File: config.mk
export PLATFORM = sky130hd
export DESIGN_NAME = intr_ctrl
export DESIGN_NICKNAME = d
export VERILOG_FILES = /design/src/rtl/intr_pkg.sv /design/src/rtl/intr_edge_det.sv /design/src/rtl/intr_ctrl.sv
export SDC_FILE = /design/constraint.sdc
export NUM_CORES = 1
export LEC_CHECK = 0
export ABC_CLOCK_PERIOD_IN_PS = 1790
export CORE_ASPECT_RATIO = 0.9
export CORE_UTILIZATION = 32
export DETAILED_ROUTE_END_ITERATION = 12
export PLACE_DENSITY_LB_ADDON = 0.1
export SLEW_MARGIN = 40
export SYNTH_ARGS = -nofsm -noshare
export SYNTH_HDL_FRONTEND = slang
export SYNTH_HIERARCHICAL = 1
export SYNTH_SLANG_ARGS = --single-unit
export TNS_END_PERCENT = 10
File: constraint.sdc
create_clock -name clk -period 1.79 [get_ports clk]
set_clock_uncertainty 0.2 [all_clocks]
set_input_delay 0.358 -clock clk [delete_from_list [all_inputs] [get_ports clk]]
set_output_delay 0.358 -clock clk [all_outputs]
set_load 0.05 [all_outputs]
File: src/rtl/intr_pkg.sv
// Shared types and constants for the interrupt controller.
package intr_pkg;

    typedef enum logic [1:0] {
        IDLE    = 2'd0,
        TAKE    = 2'd1,
        SERVICE = 2'd2
    } intr_state_t;

    localparam logic SRC_INTR1 = 1'b0;
    localparam logic SRC_INTR2 = 1'b1;

    localparam int unsigned DEF_PC_W = 10;
    localparam logic [9:0]  DEF_VEC1 = 10'h3F0;
    localparam logic [9:0]  DEF_VEC2 = 10'h3F8;

    // Retire the most recently entered handler: intr1 can only nest above intr2.
    function automatic logic [1:0] clr_lowest(input logic [1:0] v);
        return v & (v - 2'd1);
    endfunction

endpackage

File: src/rtl/intr_edge_det.sv
// Rising-edge detector with a sticky pending flag; a new edge wins over a clear.
module intr_edge_det (
    input  logic clk,
    input  logic reset,
    input  logic req,
    input  logic clr,
    output logic pending
);

    logic prev;

    always_ff @(posedge clk or posedge reset) begin
        if (reset) begin
            prev    <= 1'b0;
            pending <= 1'b0;
        end else begin
            prev <= req;
            if (req && !prev)
                pending <= 1'b1;
            else if (clr)
                pending <= 1'b0;
        end
    end

endmodule

File: src/rtl/intr_ctrl.sv
// Two-line interrupt controller producing one-cycle take pulses with fixed vectors.
// Define INTR_NESTING_EN to let intr1 preempt an active intr2 handler.
module intr_ctrl
    import intr_pkg::*;
#(
    parameter int unsigned          PC_W = DEF_PC_W,
    parameter logic [PC_W-1:0]      VEC1 = DEF_VEC1,
    parameter logic [PC_W-1:0]      VEC2 = DEF_VEC2
) (
    input  logic            clk,
    input  logic            reset,
    input  logic            intr1,
    input  logic            intr2,
    input  logic            ie_set,
    input  logic            ie_clr,
    input  logic            reti,
    input  logic            hold,
    output logic            take,
    output logic [PC_W-1:0] vector,
    output logic [1:0]      pending,
    output logic [1:0]      in_service,
    output logic            ie
);

    intr_state_t     state, state_n;
    logic            grant, grant_n;
    logic            take_n;
    logic [PC_W-1:0] vector_n;
    logic [1:0]      in_service_n;
    logic            ie_n;
    logic [1:0]      pend_clr;

    intr_edge_det u_edge1 (
        .clk     (clk),
        .reset   (reset),
        .req     (intr1),
        .clr     (pend_clr[SRC_INTR1]),
        .pending (pending[SRC_INTR1])
    );

    intr_edge_det u_edge2 (
        .clk     (clk),
        .reset   (reset),
        .req     (intr2),
        .clr     (pend_clr[SRC_INTR2]),
        .pending (pending[SRC_INTR2])
    );

    always_ff @(posedge clk or posedge reset) begin
        if (reset) begin
            state      <= IDLE;
            grant      <= SRC_INTR1;
            take       <= 1'b0;
            vector     <= '0;
            in_service <= '0;
            ie         <= 1'b0;
        end else begin
            state      <= state_n;
            grant      <= grant_n;
            take       <= take_n;
            vector     <= vector_n;
            in_service <= in_service_n;
            ie         <= ie_n;
        end
    end

    always_comb begin
        state_n      = state;
        grant_n      = grant;
        take_n       = 1'b0;
        vector_n     = '0;
        in_service_n = in_service;
        pend_clr     = '0;
        ie_n         = ie;
        if (ie_clr)
            ie_n = 1'b0;
        else if (ie_set)
            ie_n = 1'b1;

        unique case (state)
            IDLE: begin
                if (ie && (|pending) && !hold && (in_service == '0)) begin
                    state_n  = TAKE;
                    take_n   = 1'b1;
                    grant_n  = pending[SRC_INTR1] ? SRC_INTR1 : SRC_INTR2;
                    vector_n = pending[SRC_INTR1] ? VEC1 : VEC2;
                end
            end
            TAKE: begin
                pend_clr[grant]     = 1'b1;
                in_service_n[grant] = 1'b1;
                ie_n                = 1'b0;
                state_n             = SERVICE;
            end
            SERVICE: begin
                // reti outranks a nested entry so a handler never loses its return.
                if (reti && (in_service != '0)) begin
                    in_service_n = clr_lowest(in_service);
                    if (!ie_clr)
                        ie_n = 1'b1;
                    if (in_service_n == '0)
                        state_n = IDLE;
                end
`ifdef INTR_NESTING_EN
                else if ((in_service == 2'b10) && ie && pending[SRC_INTR1] && !hold) begin
                    state_n  = TAKE;
                    take_n   = 1'b1;
                    grant_n  = SRC_INTR1;
                    vector_n = VEC1;
                end
`endif
            end
            default: state_n = IDLE;
        endcase
    end

endmodule
Word level (Yosys, flattened, before mapping). Cells that the tools add are included.

Register bits: 21. Input bits: 8. Output and inout bits: 16. Logic and storage cells: 65.

Add/subtract/negate cells: 1. Order comparisons: 2. Eq/ne operators: 5. Mux-type cells: 24. Bitwise gates (word level): 2. Reduce and logical (&&, ||, !) cells: 21.

Operators with widths (number): $mux 10 (2); $mux 1 (12); $mux 2 (5); $reduce_bool 2->1 (4); $logic_and 1x1->1 (7); $logic_not 2->1 (3); $ne 2x2->1 const B (3); $pmux 2 s3 (1); $mux 4 (1); $pmux 2 s2 (1); $reduce_and 2->1 (2); $logic_not 1->1 (3); $reduce_and 3->1 (1); $and 2x2->2 (1); $eq 2x1->1 const B (1); $eq 2x2->1 const B (1); $lt 1x2->1 const B (1); $or 2x2->2 (1); $pmux 1 s2 (1); $reduce_or 2->1 (1); $sub 2x1->2 const B (1); $demux 1 s1 (1); $ge 1x1->1 const B (1).

Logic depth before layout (Yosys ltp). Gate-level depths: netlist of the first run.

Depth after elaboration: 7. Mapped depth: 5. Mapped depth without buffers: 5.

Hierarchy. Netlist of the first run, hierarchy kept.

Modules (own cells, without submodules): intr_ctrl (times used 1, cells an instance 53, area each 530.5 um^2); intr_edge_det (times used 2, cells an instance 6, area each 73.8 um^2).

Worst setup path before layout of the first run. Ideal clock, no wire load.

Path kind: reg2reg. From: register in_service[0]. To: register state[0]. Setup time: 120 ps. Arrival time: 1374 ps. Slack: 95 ps. Stages on the path, launching flop included: 4. Period minus slack after synthesis: 1695 ps. Cells stage by stage: dfrtp_1 -> xor2_1 -> a211o_2 -> o211a_1.

Word-level cells in the longest chain between the ends: 5. Elaborated cells between the ends (all ways): 11.

RTL lines: from (decl) (RTL line intr_ctrl.sv:21) `output logic [1:0] in_service,`; from (signal assigned) (RTL line intr_ctrl.sv:62) `in_service <= in_service_n;`; $sub 2x1->2 (RTL line intr_pkg.sv:19) `return v & (v - 2'd1);`; $and 2x2->2 (RTL line intr_pkg.sv:19); $logic_not 2->1 (RTL line intr_ctrl.sv:101) `if (in_service_n == '0)`; $ne 2x2->1 (no source line); $reduce_and 3->1 (no source line) *; to (signal assigned) (RTL line intr_ctrl.sv:58) `state <= state_n;`; to (decl) (RTL line intr_ctrl.sv:25) `intr_state_t state, state_n;`.

Mark *: on every way between the ends. The rest lies on a longest branch, timed or not. A chain may end at the register's enable or synchronous reset.

Final worst setup path of the first run.
From: register in_service[0]. To: output in_service[0].

No word-level cell between the ends.

==> results.md, run 1 <==
* FILL cells at 189
* Postcts setup bufs at 0
* DP Cell Count at 104
* Gate count after technology mapping at 65
* TritonCTS buffer count at 3
* Via density at 4.53
* Length of the first detailed-routing pass in iterations at 3
* Power per cell area at 1440 nW/um^2
* DRC viols at 0
* Initial Utilization at 34.7%
* #FFs+latches synth at 12
* Peak Freq at 609 MHz
* Max Slew Vio Count at 0
* Cell Rows at 15
* First-pass GRT wire length at 1990 um
* Port buffer count at 20
* Max_cap viols at 0
* Most frequent cells in the layout: inv_1, buf_12, dfrtp_1
* Root Driver: clkbuf_4
* Vias in the first global route at 448
* Commonest non-fill, non-tap cell in the layout: inv_1
* Design Area, Final at 1020 um^2
* Clock transition at the registers of the reported paths at 0.07 ns
* Wire length per cell at 11.3 um
* Routed WL at 1220 um
* Reg2Reg Setup Slack at 0.25 ns
* Sequential share of the synthesized area at 44.3%
* Total power at 1.47 mW
* Reg area at 302 um^2
* Clk_lat worst skew at 0.27 ns
* Largest net degree at the start of global routing at 9
* Area Growth Syn to Fin at 51.1%
* Top-Level Pins at 24
* H-tree levels at 1
* Final HPWL DP at 1000 um
* Tmin final at 1.64 ns
* YS warnings at 6
* Critical path endpoint category: output pin
* Hold_ws at 0.0904 ns
* Fin. Hold Viols at 0
* Diodes inserted at 0
* Die area at 2310 um^2
* Post-Syn Area at 678 um^2
* Initial antenna violation count at 0
* Final #Nets at 95
* Iteration-0 DRC Markers at 2
* Core outline area at 1950 um^2
* Final setup TNS at 0 ns
* Die Wd at 50.5 um
* Global-route usage over all layers at 12.8%
* Worst min-delay path class: in2async
* Worst Path Max Fanout at 6
* CP required at 1.23 ns
* Arrival time worst endpoint at 1.08 ns
* Crit Path Category: reg2out
* Overflow after GRT at 0
* Yosys cell types at 25
* Setup violations, final at 0
* Antenna Violating Nets Remaining at 0
* Placed Area at 987 um^2
* Clock sink count at 12
* Multi-input logic area at 265 um^2
* Routed via count at 489
* Unrepaired setup endpoints after global routing: false
* Gp weighted congestion at 0.754
* Fraction of layout cells with a size suffix above 1 at 31.3%
* Outcome: finished clean
* DIE HEIGHT at 45.7 um
* Worst setup SP type: register
* Non-Filler Instances at 108
* Leakage at 0.499 nW
* CTS tree: built
* Final period util at 91.7%
* Syn_area_per_cell at 10.4 um^2
* Peak VDD IR at 0.000998 V
* Clock buffer depth at 2
==> report_power, final <==
part           internal, mW  total (mW)  switching, mW
Clock                 0.124       0.208         0.0842
Sequential            0.350       0.474          0.124
Combinational         0.378       0.792          0.414
==> metal layers <==
metal,track usage [%],share of wire [%],vias up
li1,-,-,240
met1,14.9,47,225
met2,18.9,44,20
met3,6.33,7.0,4
met4,8.33,2.1,0
met5,0,0,-
==> stage by stage <==
| step | util (%) | setup WS [ns] |
|---|---|---|
| finish | 52.5 | 0.149 |
| detailed placement | 50.6 | 0.0102 |
| floorplan | - | 0.0953 |
| global route | 52.5 | 0.0868 |
| CTS | 52.5 | 0.130 |
| global placement | 50.6 | 0.0273 |
==> registers in the layout, indices dropped and copies added, names as in the netlist <==
register,count
in_service,2
u_edge2/prev,1
ie,1
u_edge1/prev,1
grant,1
u_edge2/pending,1
state,2
u_edge1/pending,1
vector,2
==> worst paths after layout <==
kind	from	endpoint	cells after the start
max	in_service[0]$_DFFE_PP0P_	in_service[0]	2
min	reset	u_edge1/prev$_DFF_PP0_	2
max reg2reg	in_service[1]$_DFFE_PP0P_	state[1]$_DFFE_PP0P_	3
min reg2reg	u_edge2/prev$_DFF_PP0_	u_edge2/pending$_DFFE_PP0P_	1
max in group asynchronous	reset	vector[8]$_DFF_PP0_	2
min in group clk	u_edge2/prev$_DFF_PP0_	u_edge2/pending$_DFFE_PP0P_	1
==> cells by family after synthesis <==
logic type               Yosys count  synth area share, %
flip-flops                        12                 44.3
adder cells (fa/ha/maj)            3                 5.54
other                              1                0.553
buffers and inverters             23                 17.7
AND/OR/NAND/NOR                    9                 8.85
AO/OA/AOI/OAI                     15                 20.3
XOR/XNOR                           1                 1.29
multiplexers                       1                 1.48
==> what timing repair did <==
item	4_1_cts	5_1_grt
setup endpoints to repair	7	0
gates resized for setup	1	0
hold buffers	0	0
==> critical path: stages, from the launching register on <==
cell	delay (ns)
dfrtp_1	0.50
buf_4	0.19
buf_12	0.13
==> synthesized netlist by cell type (all sizes together) <==
master   instances  share of area [%]
o22ai            2                3.7
inv             14                7.7
xor2             1                1.3
o211ai           1                1.1
a2bb2oi          1                1.3
nand2            1               0.55
dfrtp           12                 44
o311ai           1                2.4
nor2b            1               0.92
or2              1               0.92
ha               3                5.5
nor2             4                2.2
nor4b            1                3.5
a21boi           1                1.1
a221oi           1                1.3
a211o            2                3.0
nand3            1               0.74
a21o             2                2.2
buf              9                 10
conb             1               0.55
o211a            1                1.5
o21ai            1               0.74
mux2i            1                1.5
o2bb2ai          1                1.3
a21oi            1               0.74
==> area by class of cell <==
class / count / area share, %
Timing Repair Buffer: 21 / 33.0
Tap cell: 25 / 3.05
Inverter: 14 / 5.13
Clock buffer: 4 / 3.54
Multi-Input combinational cell: 32 / 25.9
Sequential cell: 12 / 29.4
No activity file was read; power rests on OpenSTA's default activity.
==> run 2, diff against run 1 <==
--- a/config.mk
+++ b/config.mk
@@ -6,6 +6,7 @@
 export NUM_CORES = 1
 export LEC_CHECK = 0
 export ABC_CLOCK_PERIOD_IN_PS = 1790
+export CAP_MARGIN = 5
 export CORE_ASPECT_RATIO = 0.9
 export CORE_UTILIZATION = 32
 export DETAILED_ROUTE_END_ITERATION = 12
==> results of run 2 <==
Final layout, timing and power as in run 1 (identical DEF).
==> run 3, diff against run 2 <==
--- a/config.mk
+++ b/config.mk
@@ -14,6 +14,5 @@
 export SLEW_MARGIN = 40
 export SYNTH_ARGS = -nofsm -noshare
 export SYNTH_HDL_FRONTEND = slang
-export SYNTH_HIERARCHICAL = 1
 export SYNTH_SLANG_ARGS = --single-unit
 export TNS_END_PERCENT = 10
==> run 3 against run 2 <==
  * Register-to-register slack worse by 0.02 ns
  * Via count is 1.4% higher
  * Utilization decreased by 0.58 points
  * Clock power rose by 5%
  * Worst hold slack gained 0.11 ns
  * Area after synthesis rose by 0.55%
  * Die area increased by 0.53%
  * Global-route usage decreased by 0.14 points
  * Sequential share of layout area is 0.33 points higher
  * Cell count unchanged
  * Combinational power shrank 59%
  * Setup slack gained 0.045 ns
  * Critical path type unchanged
  * Highest routed layer is now met3
==> results.md, run 3 <==
* DRC viols at 0 (unchanged)
* Crit path to: vector[9]
* Number of flops mapped to enable cells by yosys at 0 (unchanged)
* Leakage at 0.468 nW (-6.1%)
* Syn_area_per_cell at 10.2 um^2 (-2.4%)
* Clock transition at the registers of the reported paths at 0.08 ns (about the same)
* Initial antenna violation count at 0 (unchanged)
* Area contributors post-synth: dfrtp_1, buf_4, ha_1
* Die Wd at 50.7 um (+0.27%)
* Worst-path cell with the longest stage delay: dfrtp_2
* Post-Syn Area at 682 um^2 (+0.55%)
* #FFs+latches synth at 12 (unchanged)
* Worst stage delay on the critical path at 0.58 ns (+0.08 ns)
* Peak VDD IR at 0.000627 V (-37%)
* Yosys top cell area share at 44.0% (-0.24 points)
* Root Driver: clkbuf_4
* Crit Path Category: reg2out
* Global-route usage over all layers at 12.7% (-0.14 points)
* Placed Area at 976 um^2 (-1.1%)
* Worst setup SP type: register
* Tmin final at 1.60 ns (-0.0449 ns)
* Clock sink count at 12 (unchanged)
* DIE HEIGHT at 45.8 um (+0.26%)
* Largest net degree at the start of global routing at 13 (+4)
* Most common cell in the netlist: dfrtp_1
* Core outline area at 1950 um^2 (unchanged)
* Most frequent cells after synthesis: dfrtp_1, buf_4, inv_1, o21ai_0
* Chain of cells forming the critical path: buf_12
* Commonest non-fill, non-tap cell in the layout: buf_12
* Reg2Reg Depth at 4 (+1)
* CP required at 1.23 ns (about the same)
* Wire length per cell at 11.5 um (+1.4%)
* Peak Freq at 626 MHz (+2.8%)
* WP depth at 1 (-1)
* Outcome: finished clean
* Final core occ at 51.9% (-0.58 points)
* Worst min-delay path class: in2async
* Worst Setup SP: vector[8]$_DFF_PP0_
* Power per cell area at 890 nW/um^2 (-38%)
* Overflow after GRT at 0 (unchanged)
* Port buffer count at 20 (unchanged)
* Cell Rows at 15 (unchanged)
* Design Area, Final at 1010 um^2 (-1.1%)
* Diodes inserted at 0 (unchanged)
* Antenna Violating Nets Remaining at 0 (unchanged)
* FILL cells at 182 (-3.7%)
* First-pass GRT wire length at 2150 um (+8.0%)
* Vias in the first global route at 469 (+4.7%)
* Gate count after technology mapping at 67 (+3.1%)
* Final HPWL DP at 944 um (-5.8%)
* Gp weighted congestion at 0.736 (-2.3%)
* Top_reg_cell synth: dfrtp_1
* Length of the first detailed-routing pass in iterations at 4 (+1)
* Max_cap viols at 0 (unchanged)
* Arrival time worst endpoint at 1.04 ns (-0.04 ns)
* Unrepaired setup endpoints after global routing: false
* Asr flop ratio synth at 100% (unchanged)
* Critical path endpoint category: output pin
* Hold buffers post-CTS at 0 (unchanged)
* Worst Path Max Fanout at 7 (+1)
* Initial Utilization at 34.9% (+0.19 points)
* Routed WL at 1240 um (+1.4%)
* Top-Level Pins at 24 (unchanged)
* Clock buffer depth at 2 (unchanged)
* CTS tree: built
* Max Slew Vio Count at 0 (unchanged)
* TritonCTS buffer count at 3 (unchanged)
* YS warnings at 0 (-6)
* Iteration-0 DRC Markers at 4 (+2)
* Final #Nets at 96 (+1.1%)
* Area Growth Syn to Fin at 48.6%
* Reg2Reg Setup Slack at 0.23 ns (-0.02 ns)
* H-tree levels at 1 (unchanged)
* End of the worst register-to-register path: ie$_DFF_PP0_
* Via density at 4.59 (+1.4%)
* Fraction of layout cells with a size suffix above 1 at 28.9% (-2.4 points)
* Worst r2r src: state[0]$_DFFE_PP0P_
* Area leader, netlist: dfrtp_1
* Most frequent cells in the layout: buf_12, dfrtp_1, inv_1
* Critical path's top delay family: flip-flops
* Worst path buffer plus inverter count at 1 (-1)
* Routed via count at 496 (+1.4%)
* Yosys cell types at 21 (-16%)
* Clk_lat worst skew at 0.27 ns (about the same)
* Biggest regs: in_service (2), state (2), vector (2)
* Fin. Hold Viols at 0 (unchanged)
* Sequential share of the synthesized area at 44.0% (-0.24 points)
* Setup violations, final at 0 (unchanged)
* Die area at 2320 um^2 (+0.53%)
* Final period util at 89.2% (-2.5 points)
run 3: logic make-up (layout without fill, tap and decap cells):
kind of cell | count (synthesis) | in the layout | share of synthesized area (%)
flip-flops | 12 | 12 | 44.0
buffers and inverters | 21 | 35 | 17.6
AO/OA/AOI/OAI | 19 | 19 | 19.8
XOR/XNOR | 1 | 1 | 1.28
AND/OR/NAND/NOR | 8 | 8 | 7.89
multiplexers | 1 | 1 | 1.47
adder cells (fa/ha/maj) | 4 | 4 | 7.34
other | 1 | 3 | 0.550
run 3: metal layers:
| metal | global-route usage, % | vias up | wire (um) |
|---|---|---|---|
| met1 | 17.0 | 230 | 575 |
| met2 | 18.9 | 24 | 547 |
| met5 | 0 | - | 0 |
| met4 | 3.33 | 0 | 0 |
| li1 | - | 242 | - |
| met3 | 5.33 | 0 | 115 |
run 3: repair_timing:
item / CTS / global route
gates resized for setup: 1 / 0
setup endpoints to repair: 7 / 0
buffers inserted: 0 / 0
run 3: metrics by stage:
step                setup slack (ns)  setup TNS [ns]  instances  hold WS [ns]  total power, mW
global placement             0.00473               0        104         0.202            0.683
detailed placement          -0.00514        -0.00514        104         0.216            0.689
finish                         0.193               0        108         0.198            0.902
global route                   0.110               0        108         0.252            0.962
CTS                            0.182               0        108         0.213            0.908
floorplan                     0.0962               0         69        0.0227            0.559
run 3: worst min-delay path by stage:
| stage | to | depth (start not counted) | startpoint | slack, ns |
|---|---|---|---|---|
| 5_1_grt | ie$_DFF_PP0_ | 2 | reset | 0.25 |
| 3_3_place_gp | u_edge1.pending$_DFFE_PP0P_ | 1 | u_edge1.prev$_DFF_PP0_ | 0.20 |
| 3_5_place_dp | u_edge1.pending$_DFFE_PP0P_ | 1 | u_edge1.prev$_DFF_PP0_ | 0.22 |
| 2_1_floorplan | grant$_DFFE_PP0P_ | 1 | reset | 0.02 |
| 4_1_cts | in_service[1]$_DFFE_PP0P_ | 2 | reset | 0.21 |
| 6_report | in_service[1]$_DFFE_PP0P_ | 2 | reset | 0.20 |
run 3: final cells by class:
| type | instances | area, um^2 | area share (%) |
|---|---|---|---|
| Clock buffer | 4 | 36.3 | 3.58 |
| Sequential cell | 12 | 302 | 29.8 |
| Tap cell | 25 | 31.3 | 3.09 |
| Multi-Input combinational cell | 36 | 269 | 26.5 |
| Inverter | 10 | 37.5 | 3.70 |
| Timing Repair Buffer | 21 | 338 | 33.3 |
run 3: power breakdown:
| group | internal (mW) | switching [mW] |
|---|---|---|
| sequential | 0.305 | 0.0531 |
| clock | 0.124 | 0.0959 |
| combinational | 0.145 | 0.179 |
